--- src/rtl/alu_control_seq.sv ---
`default_nettype none
// ============================================================================
// Module      : alu_control_seq
// Description : Registered MIPS ALU control decoder with a mul/div stall sequencer.
// Revision    : 1.0 - initial release
// ============================================================================
module alu_control_seq #(
    parameter int ALUOP_W    = 5,
    parameter int FUNCT_W    = 6,
    parameter int CTRL_W     = 6,
    parameter int MUL_CYCLES = 4,
    parameter int DIV_CYCLES = 32,
    parameter int CNT_W      = 6
) (
    input  logic               Clk,
    input  logic               Rst,
    input  logic               In_Valid,
    input  logic [ALUOP_W-1:0] ALUOp,
    input  logic [FUNCT_W-1:0] FunctionField,
    input  logic               Flush,
    output logic               In_Ready,
    output logic [CTRL_W-1:0]  ALUCtrl,
    output logic               Out_Valid,
    output logic               Illegal,
    output logic               MD_Start,
    output logic               MD_Busy,
    output logic               MD_Done,
    output logic               Stall
);

    typedef enum logic [1:0] {
        S_IDLE = 2'd0,
        S_MUL  = 2'd1,
        S_DIV  = 2'd2,
        S_DONE = 2'd3
    } state_t;

    localparam logic [CTRL_W-1:0] c_and     = CTRL_W'(6'h00);
    localparam logic [CTRL_W-1:0] c_or      = CTRL_W'(6'h01);
    localparam logic [CTRL_W-1:0] c_add     = CTRL_W'(6'h02);
    localparam logic [CTRL_W-1:0] c_sub     = CTRL_W'(6'h06);
    localparam logic [CTRL_W-1:0] c_slt     = CTRL_W'(6'h07);
    localparam logic [CTRL_W-1:0] c_illegal = CTRL_W'(6'h3F);

    state_t             state_q, state_d;
    logic [CNT_W-1:0]   cnt_q, cnt_d;
    logic [CTRL_W-1:0]  ctrl_q, ctrl_d;
    logic               valid_q, valid_d;
    logic               illegal_q, illegal_d;
    logic               start_q, start_d;
    logic               busy_q, busy_d;
    logic               done_q, done_d;

    logic [5:0]         w_funct;
    logic [CTRL_W-1:0]  w_dec_ctrl;
    logic               w_dec_illegal;
    logic               w_dec_mul;
    logic               w_dec_div;
    logic               w_in_ready;
    logic               w_accept;

    assign w_funct = FunctionField[5:0];

    always_comb begin
        w_dec_ctrl    = c_add;
        w_dec_illegal = 1'b0;
        w_dec_mul     = 1'b0;
        w_dec_div     = 1'b0;
        if (ALUOp == ALUOP_W'(0)) begin
            w_dec_ctrl = c_add;
        end else if (ALUOp == ALUOP_W'(1)) begin
            w_dec_ctrl = c_sub;
        end else if (ALUOp == ALUOP_W'(2)) begin
            case (w_funct)
                6'h20:   w_dec_ctrl = c_add;
                6'h22:   w_dec_ctrl = c_sub;
                6'h24:   w_dec_ctrl = c_and;
                6'h25:   w_dec_ctrl = c_or;
                6'h2A:   w_dec_ctrl = c_slt;
                6'h18, 6'h19: begin
                    w_dec_ctrl = CTRL_W'(w_funct);
                    w_dec_mul  = 1'b1;
                end
                6'h1A, 6'h1B: begin
                    w_dec_ctrl = CTRL_W'(w_funct);
                    w_dec_div  = 1'b1;
                end
                default: begin
                    w_dec_ctrl    = c_illegal;
                    w_dec_illegal = 1'b1;
                end
            endcase
        end else begin
            // Immediate-type ops carry their ALU code directly in ALUOp.
            w_dec_ctrl = CTRL_W'(ALUOp);
        end
    end

    assign w_in_ready = (state_q != S_MUL) && (state_q != S_DIV);
    assign w_accept   = In_Valid && w_in_ready;

    always_comb begin
        state_d   = state_q;
        cnt_d     = cnt_q;
        ctrl_d    = ctrl_q;
        valid_d   = 1'b0;
        illegal_d = illegal_q;
        start_d   = 1'b0;
        if (Flush) begin
            state_d   = S_IDLE;
            cnt_d     = '0;
            illegal_d = 1'b0;
        end else begin
            case (state_q)
                S_MUL, S_DIV: begin
                    if (cnt_q == '0) begin
                        state_d = S_DONE;
                    end else begin
                        cnt_d = cnt_q - CNT_W'(1);
                    end
                end
                default: begin
                    // IDLE and DONE both accept, so back-to-back mul/div has no gap.
                    state_d = S_IDLE;
                    if (w_accept) begin
                        ctrl_d    = w_dec_ctrl;
                        illegal_d = w_dec_illegal;
                        valid_d   = 1'b1;
                        if (w_dec_mul) begin
                            state_d = S_MUL;
                            cnt_d   = CNT_W'(MUL_CYCLES - 1);
                            start_d = 1'b1;
                        end else if (w_dec_div) begin
                            state_d = S_DIV;
                            cnt_d   = CNT_W'(DIV_CYCLES - 1);
                            start_d = 1'b1;
                        end
                    end
                end
            endcase
        end
        busy_d = (state_d != S_IDLE);
        done_d = (state_d == S_DONE);
    end

    always_ff @(posedge Clk or negedge Rst) begin
        if (!Rst) begin
            state_q   <= S_IDLE;
            cnt_q     <= '0;
            ctrl_q    <= '0;
            valid_q   <= 1'b0;
            illegal_q <= 1'b0;
            start_q   <= 1'b0;
            busy_q    <= 1'b0;
            done_q    <= 1'b0;
        end else begin
            state_q   <= state_d;
            cnt_q     <= cnt_d;
            ctrl_q    <= ctrl_d;
            valid_q   <= valid_d;
            illegal_q <= illegal_d;
            start_q   <= start_d;
            busy_q    <= busy_d;
            done_q    <= done_d;
        end
    end

    assign In_Ready  = w_in_ready;
    assign Stall     = !w_in_ready;
    assign ALUCtrl   = ctrl_q;
    assign Out_Valid = valid_q;
    assign Illegal   = illegal_q;
    assign MD_Start  = start_q;
    assign MD_Busy   = busy_q;
    assign MD_Done   = done_q;

endmodule
`default_nettype wire

--- config.mk ---
export PLATFORM = sky130hd
export DESIGN_NAME = alu_control_seq
export DESIGN_NICKNAME = d
export VERILOG_FILES = /design/src/rtl/alu_control_seq.sv
export SDC_FILE = /design/constraint.sdc
export NUM_CORES = 1
export LEC_CHECK = 0
export ABC_AREA = 1
export CAP_MARGIN = 20
export CORE_ASPECT_RATIO = 1.4
export CORE_UTILIZATION = 35
export DETAILED_ROUTE_END_ITERATION = 16
export DONT_BUFFER_PORTS = 1
export GPL_TIMING_DRIVEN = 1
export PLACE_DENSITY = 0.51
export REMOVE_ABC_BUFFERS = 1
export SYNTH_ARGS = -nofsm -noshare
export SYNTH_HDL_FRONTEND = slang
export SYNTH_SLANG_ARGS = --single-unit
--- constraint.sdc ---
create_clock -name Clk -period 1.6 [get_ports Clk]
set_input_delay 0.32 -clock Clk [delete_from_list [all_inputs] [get_ports Clk]]
set_output_delay 0.32 -clock Clk [all_outputs]
set_load 0.05 [all_outputs]
==> flow_summary.yaml, run 1 <==
synth:
  yosysSeqAreaShare_pct: 38.93
  syn_inst: 162
  synth_area_um2: 1221
  async_flop_share_pct: 100.0
  synth_top_area_share_pct: 38.93
  synth-edff-count: 0
  yosys_register_bits: 19
  syn_avg_cell_area_um2: 7.538
  synth_cell_type_count: 27
  synth_top_area_cell: "dfrtp_1"
  yosys_most_used_dff: "dfrtp_1"
  synthTopCellsByArea: "dfrtp_1, nand2_1, nand3_1, inv_1, nor2_1"
  ys_warn_count: 0
detailed_routing:
  drt-initial-drc-count: 27
  antenna_left: 0
  routed_wl_um: 2715
  dr.pass1.iters: 4
  routedWlPerCell_um: 12.99
  drc: 0
  vias: 1053
  viasPerCell: 5.038
pwr:
  p_leak_nw: 0.6792
  power_density_nw_per_um2: 823.3
  ir_worst_vdd_uv: 347.8
min_path:
  hold_end: "Out_Valid"
  hold_class: "input pin to flip-flop"
  min_from: "Flush"
  min_delay_path_depth: 1
floorplanning:
  row_count: 25
  num_io_pins: 28
  core-area_um2: 3347
  die-area_um2: 3733
  start_util_pct: 36.49
  fp.dieH_um: 71.89
  die_width_um: 51.92
critical_path:
  crit_type: "flip-flop to output pin"
  worst-r2r-cell-count: 9
  r2r_start: "cnt_q[0]"
  required_ns: 1.28
  path_max_fanout: 5
  regToRegEndpoint: "cnt_q[1]"
  r2r_slack_ns: 0.19
  worstPathArrival_ns: 1.23
  critPathLaunchType: "flip-flop"
  cp-end-kind: "output pin"
grt:
  grt_usage_pct: 16.07
  grt_overflow_total: 0
  grt_max_degree: 20
  grt_pass1_wl_um: 4436
  first_global_vias: 1050
  grt_antenna_before_repair: 0
finish:
  area_delta_synth_final_pct: 10.66
  drive_gt1_share_pct: 18.34
  final_core_util_pct: 40.37
  antennaDiodeCount: 0
  fin_nets: 186
placed_design:
  place_hpwl_um: 2157
  portBuffers: 0
  routabilityCongestion: 0.7961
sta:
  fin_skew_ns: 0.003000
  drv_slew: 0
  min_period_over_period_pct: 97.09
  finalSetupViolCount: 0
  worst_slew_pin_slew_ns: 0.8456
  fin_hold_ws_ns: 0.1477
  maxClockFrequency_ghz: 0.6437
  period_needed_ns: 1.554
  slew_headroom_pct: 43.44
  hold_violations: 0
status:
  outcome: "completed"
clock_tree:
  numCtsBuffers: 3
  htree_levels: 1
  cts_root_buffer: "clkbuf_8"
  clk_path_buf_depth: 2
  cts_sinks: 19
  post_cts_buffers: 0
  clk_latency_ns: 0.25
  cts_tree: "built"
  cts.reportedPaths.clkPinSlew_ns: 0.07
job:
  drv_cap: 0
## critical path, stage by stage (launching register included)
cell and delay, ns:
dfrtp_1 0.40, nand2_2 0.16, nand2_8 0.15, inv_4 0.10, buf_6 0.17
## what timing repair did
action	in CTS	in global routing
resized for setup	0	4
hold endpoints to repair	19	0
setup endpoints to repair	0	5
hold buffers	1	0
## worst max-delay path by stage
stage          endpoint  slack, ns  startpoint
2_1_floorplan  cnt_q[2]       0.24  state_q[1]
3_3_place_gp    MD_Done       0.20  state_q[0]
3_5_place_dp    MD_Done       0.19  state_q[0]
4_1_cts           Stall       0.02  state_q[0]
5_1_grt           Stall     -0.001  state_q[1]
6_report          Stall       0.05  state_q[1]
## where the power goes
part | leakage, nW | total [mW] | switching (mW) | internal (mW)
registers | 0.246 | 0.617 | 0.102 | 0.516
clock network | 0.0228 | 0.327 | 0.150 | 0.177
logic | 0.410 | 0.169 | 0.106 | 0.0623
## layout make-up
cell class | instances | area [um^2]
multi-input cells | 118 | 649.4
repair buffers | 3 | 32.53
fillers | 360 | 1996
clock buffers | 4 | 45.04
inverters | 25 | 98.84
well taps | 40 | 50.05
flip-flops and latches | 19 | 475.5
## cells in the final DEF (no fill, tap or decap), types with 2 or more instances in the layout
cell,count
nand2_2,2
nor2_4,2
inv_4,2
a21oi_1,2
o21ai_0,5
nor2_1,14
nand4_1,5
nand2_1,46
inv_2,4
nand3_1,18
nand2_4,3
clkbuf_8,3
nor2_2,3
buf_6,2
o21ai_1,4
inv_1,19
dfrtp_1,19
o21ai_2,3
a31oi_1,2
## logic make-up after synthesis
| family | Yosys count | synth area share, % |
|---|---|---|
| buffers and inverters | 26 | 9.016 |
| AND/OR/NAND/NOR | 98 | 41.29 |
| flip-flops | 19 | 38.93 |
| adder cells (fa/ha/maj) | 1 | 1.024 |
| AO/OA/AOI/OAI | 18 | 9.734 |
## sequential cells by signal (all words and copies together), names as in the netlist
register   flops
Out_Valid      1
Illegal        1
MD_Done        1
MD_Start       1
MD_Busy        1
cnt_q          6
state_q        2
ALUCtrl        6
## through the flow
| step | setup WS, ns | instances | TNS, ns | instance area (um^2) | total power, mW |
|---|---|---|---|---|---|
| after floorplan | 0.2445 | 161 | 0 | 1210 | 0.7454 |
| after global placement | 0.1961 | 203 | 0 | 1275 | 0.7780 |
| after detailed placement | 0.1866 | 203 | 0 | 1275 | 0.7818 |
| after CTS | 0.02391 | 208 | 0 | 1330 | 1.119 |
| after global routing | -0.001419 | 209 | -0.001419 | 1351 | 1.172 |
| final | 0.04649 | 209 | 0 | 1351 | 1.113 |
## synth_stat cells (3+ instances only)
cell type and number:
nand2_1 46, inv_1 20, dfrtp_1 19, nand3_1 18
nor2_1 14, nand4_1 5, o21ai_0 5, o21ai_1 4
inv_2 3, nor2_2 3, o21ai_2 3
## routing by layer
layer / up-vias / global-route usage [%] / share of wire, % / wire length, um
met3: 5 / 2.935 / 5.8 / 157
met4: 0 / 7.207 / 2.0 / 53
met5: - / 0 / 0 / 0
met2: 34 / 29.06 / 54 / 1469
li1: 533 / - / - / -
met1: 481 / 17.60 / 38 / 1034
No activity file was read; power rests on OpenSTA's default activity.
==> run 2, diff against run 1 <==
--- a/config.mk
+++ b/config.mk
@@ -8,11 +8,11 @@
 export ABC_AREA = 1
 export CAP_MARGIN = 20
 export CORE_ASPECT_RATIO = 1.4
-export CORE_UTILIZATION = 35
+export CORE_UTILIZATION = 61
 export DETAILED_ROUTE_END_ITERATION = 16
 export DONT_BUFFER_PORTS = 1
 export GPL_TIMING_DRIVEN = 1
-export PLACE_DENSITY = 0.51
+export PLACE_DENSITY = 0.79
 export REMOVE_ABC_BUFFERS = 1
 export SYNTH_ARGS = -nofsm -noshare
 export SYNTH_HDL_FRONTEND = slang
==> run 2 against run 1 <==
  * Maximum frequency fell by 0.80%
  * Critical path depth grew 1
  * Cell count decreased by 8.1%
  * Power is 7.8% lower
  * Combinational power hardly changed
  * Design area is 0.74% lower
  * Utilization up 33 points
  * Sequential cell count did not move
  * Count of clock-buffer cells in the layout did not move
  * Via count is 4.4% higher
  * Sequential power about the same
  * Sequential share of layout area grew 0.26 points
==> flow_summary.yaml, run 2 (synthesis gave the netlist of run 1 again) <==
clock_tree:
  cts_tree: "built"
  cts_root_buffer: "clkbuf_4"
  cts_sinks: 19
  htree_levels: 1
  clk_path_buf_depth: 2
  cts.reportedPaths.clkPinSlew_ns: 0.10
  numCtsBuffers: 3
  clk_latency_ns: 0.30
finish:
  most-common-layout-cells: "nand2_1, dfrtp_1, inv_1"
  antennaDiodeCount: 0
  fin_nets: 189
  seq_area_um2: 475.5
  drive_gt1_share_pct: 19.19
  area_delta_synth_final_pct: 9.836
  final_common_cell: "nand2_1"
  fillCellCount: 141
  final_core_util_pct: 73.53
  multi_input_area_um2: 651.9
placed_design:
  routabilityCongestion: 0.7189
  portBuffers: 0
  place_hpwl_um: 1882
detailed_routing:
  viasPerCell: 5.724
  dr.pass1.iters: 4
  drc: 0
  antenna_left: 0
  vias: 1099
  drt-initial-drc-count: 11
  routedWlPerCell_um: 13.22
  routed_wl_um: 2539
critical_path:
  cp-startpoint: "state_q[0]"
  worst_path_largest_cell_delay_ns: 0.43
  cp-end-kind: "output pin"
  cp_slowest_cell: "dfrtp_1"
  worstPathArrival_ns: 1.25
  critPathLaunchType: "flip-flop"
  worst-path-buf-inv: 3
  worst-r2r-cell-count: 9
  crit_cells: 5
  cp-endpoint: "Stall"
  r2r_start: "cnt_q[0]"
  required_ns: 1.28
  crit_chain: "inv_2, nand2_4, nand2_8, inv_4, buf_12"
  crit_type: "flip-flop to output pin"
  r2r_slack_ns: 0.15
  path_max_fanout: 6
  cp_top_family: "flip-flops"
  regToRegEndpoint: "cnt_q[4]"
grt:
  first_global_vias: 996
  grt_max_degree: 20
  grt_overflow_total: 0
  grt_usage_pct: 25.00
  grt_antenna_before_repair: 0
  grt_pass1_wl_um: 3808
sta:
  finalSetupViolCount: 0
  period_needed_ns: 1.566
  hold_violations: 0
  slew_headroom_pct: 41.83
  min_period_over_period_pct: 97.88
  maxClockFrequency_ghz: 0.6385
  fin_skew_ns: 0.004073
  drv_slew: 0
  worst_slew_pin_slew_ns: 0.8696
  setup_tns_ns: 0
pwr:
  pwr-share-clk_pct: 23.4
  internal-power_mw: 0.6734
  comb_power_share_pct: 16.4
  p_leak_nw: 0.7043
  p_sw_mw: 0.3522
  power.share.sequential_pct: 60.2
  ir_worst_vdd_uv: 628.7
  netSwitchingFraction_pct: 34.34
  power_density_nw_per_um2: 764.7
floorplanning:
  num_io_pins: 28
  row_count: 18
  die_width_um: 39.82
  core-area_um2: 1824
  die-area_um2: 2187
  fp.dieH_um: 54.94
  start_util_pct: 66.94
min_path:
  min_from: "Flush"
  hold_class: "input pin to flip-flop"
status:
  outcome: "completed"
job:
  drv_cap: 0
[run 2: metrics by stage]
stage	std cells	power (mW)	area (um^2)	hold slack, ns	setup slack [ns]
after floorplan	161	0.7454	1210	0.02441	0.2445
after global placement	183	0.7708	1262	0.02479	0.1994
after detailed placement	183	0.7794	1262	0.02476	0.1850
after CTS	188	1.026	1299	0.08843	0.01104
after global routing	192	1.071	1341	0.08452	-0.006579
final	192	1.026	1341	0.09565	0.03393
[run 2: power by group through the flow]
stage,clock (mW),combinational [mW],sequential (mW)
finish,0.240,0.168,0.617
global route,0.256,0.194,0.621
CTS,0.244,0.165,0.617
detailed placement,0,0.153,0.626
global placement,0,0.146,0.625
floorplan,0,0.127,0.619
[run 2: timing repair]
action,in CTS,in global routing
hold buffers,1,0
gates resized for setup,0,3
hold endpoints to repair,19,0
buffers inserted,0,3
endpoints found under the setup margin,0,4
[run 2: area by class of cell]
type	instances	share of cell area (%)
flip-flops and latches	19	35.45
repair buffers	6	4.757
inverters	25	7.369
well taps	20	1.866
clock buffers	4	1.959
multi-input cells	118	48.60
[run 2: worst min-delay path by stage]
stage | to | slack (ns) | cells after the start
finish | Out_Valid | 0.1 | 1
global route | Out_Valid | 0.08 | 1
CTS | Out_Valid | 0.09 | 1
detailed placement | cnt_q[5] | 0.02 | 0
global placement | cnt_q[5] | 0.02 | 0
floorplan | ALUCtrl[0] | 0.02 | 0
[run 2: worst register-to-register path, cell delays in order (launching register included)]
cell     delay, ns
dfrtp_1       0.41
inv_1         0.11
ha_1          0.21
nand4_1       0.15
nand2_1       0.09
nand2_1       0.06
o21ai_2       0.06
buf_6         0.16
nand2_1       0.07
o21ai_1       0.07
[run 2: layer usage]
| metal | vias up | track usage, % | wire, um |
|---|---|---|---|
| li1 | 540 | - | - |
| met1 | 523 | 28.76 | 1034 |
| met2 | 29 | 45.90 | 1346 |
| met5 | - | 0 | 0 |
| met3 | 7 | 3.200 | 117 |
| met4 | 0 | 8.621 | 40 |
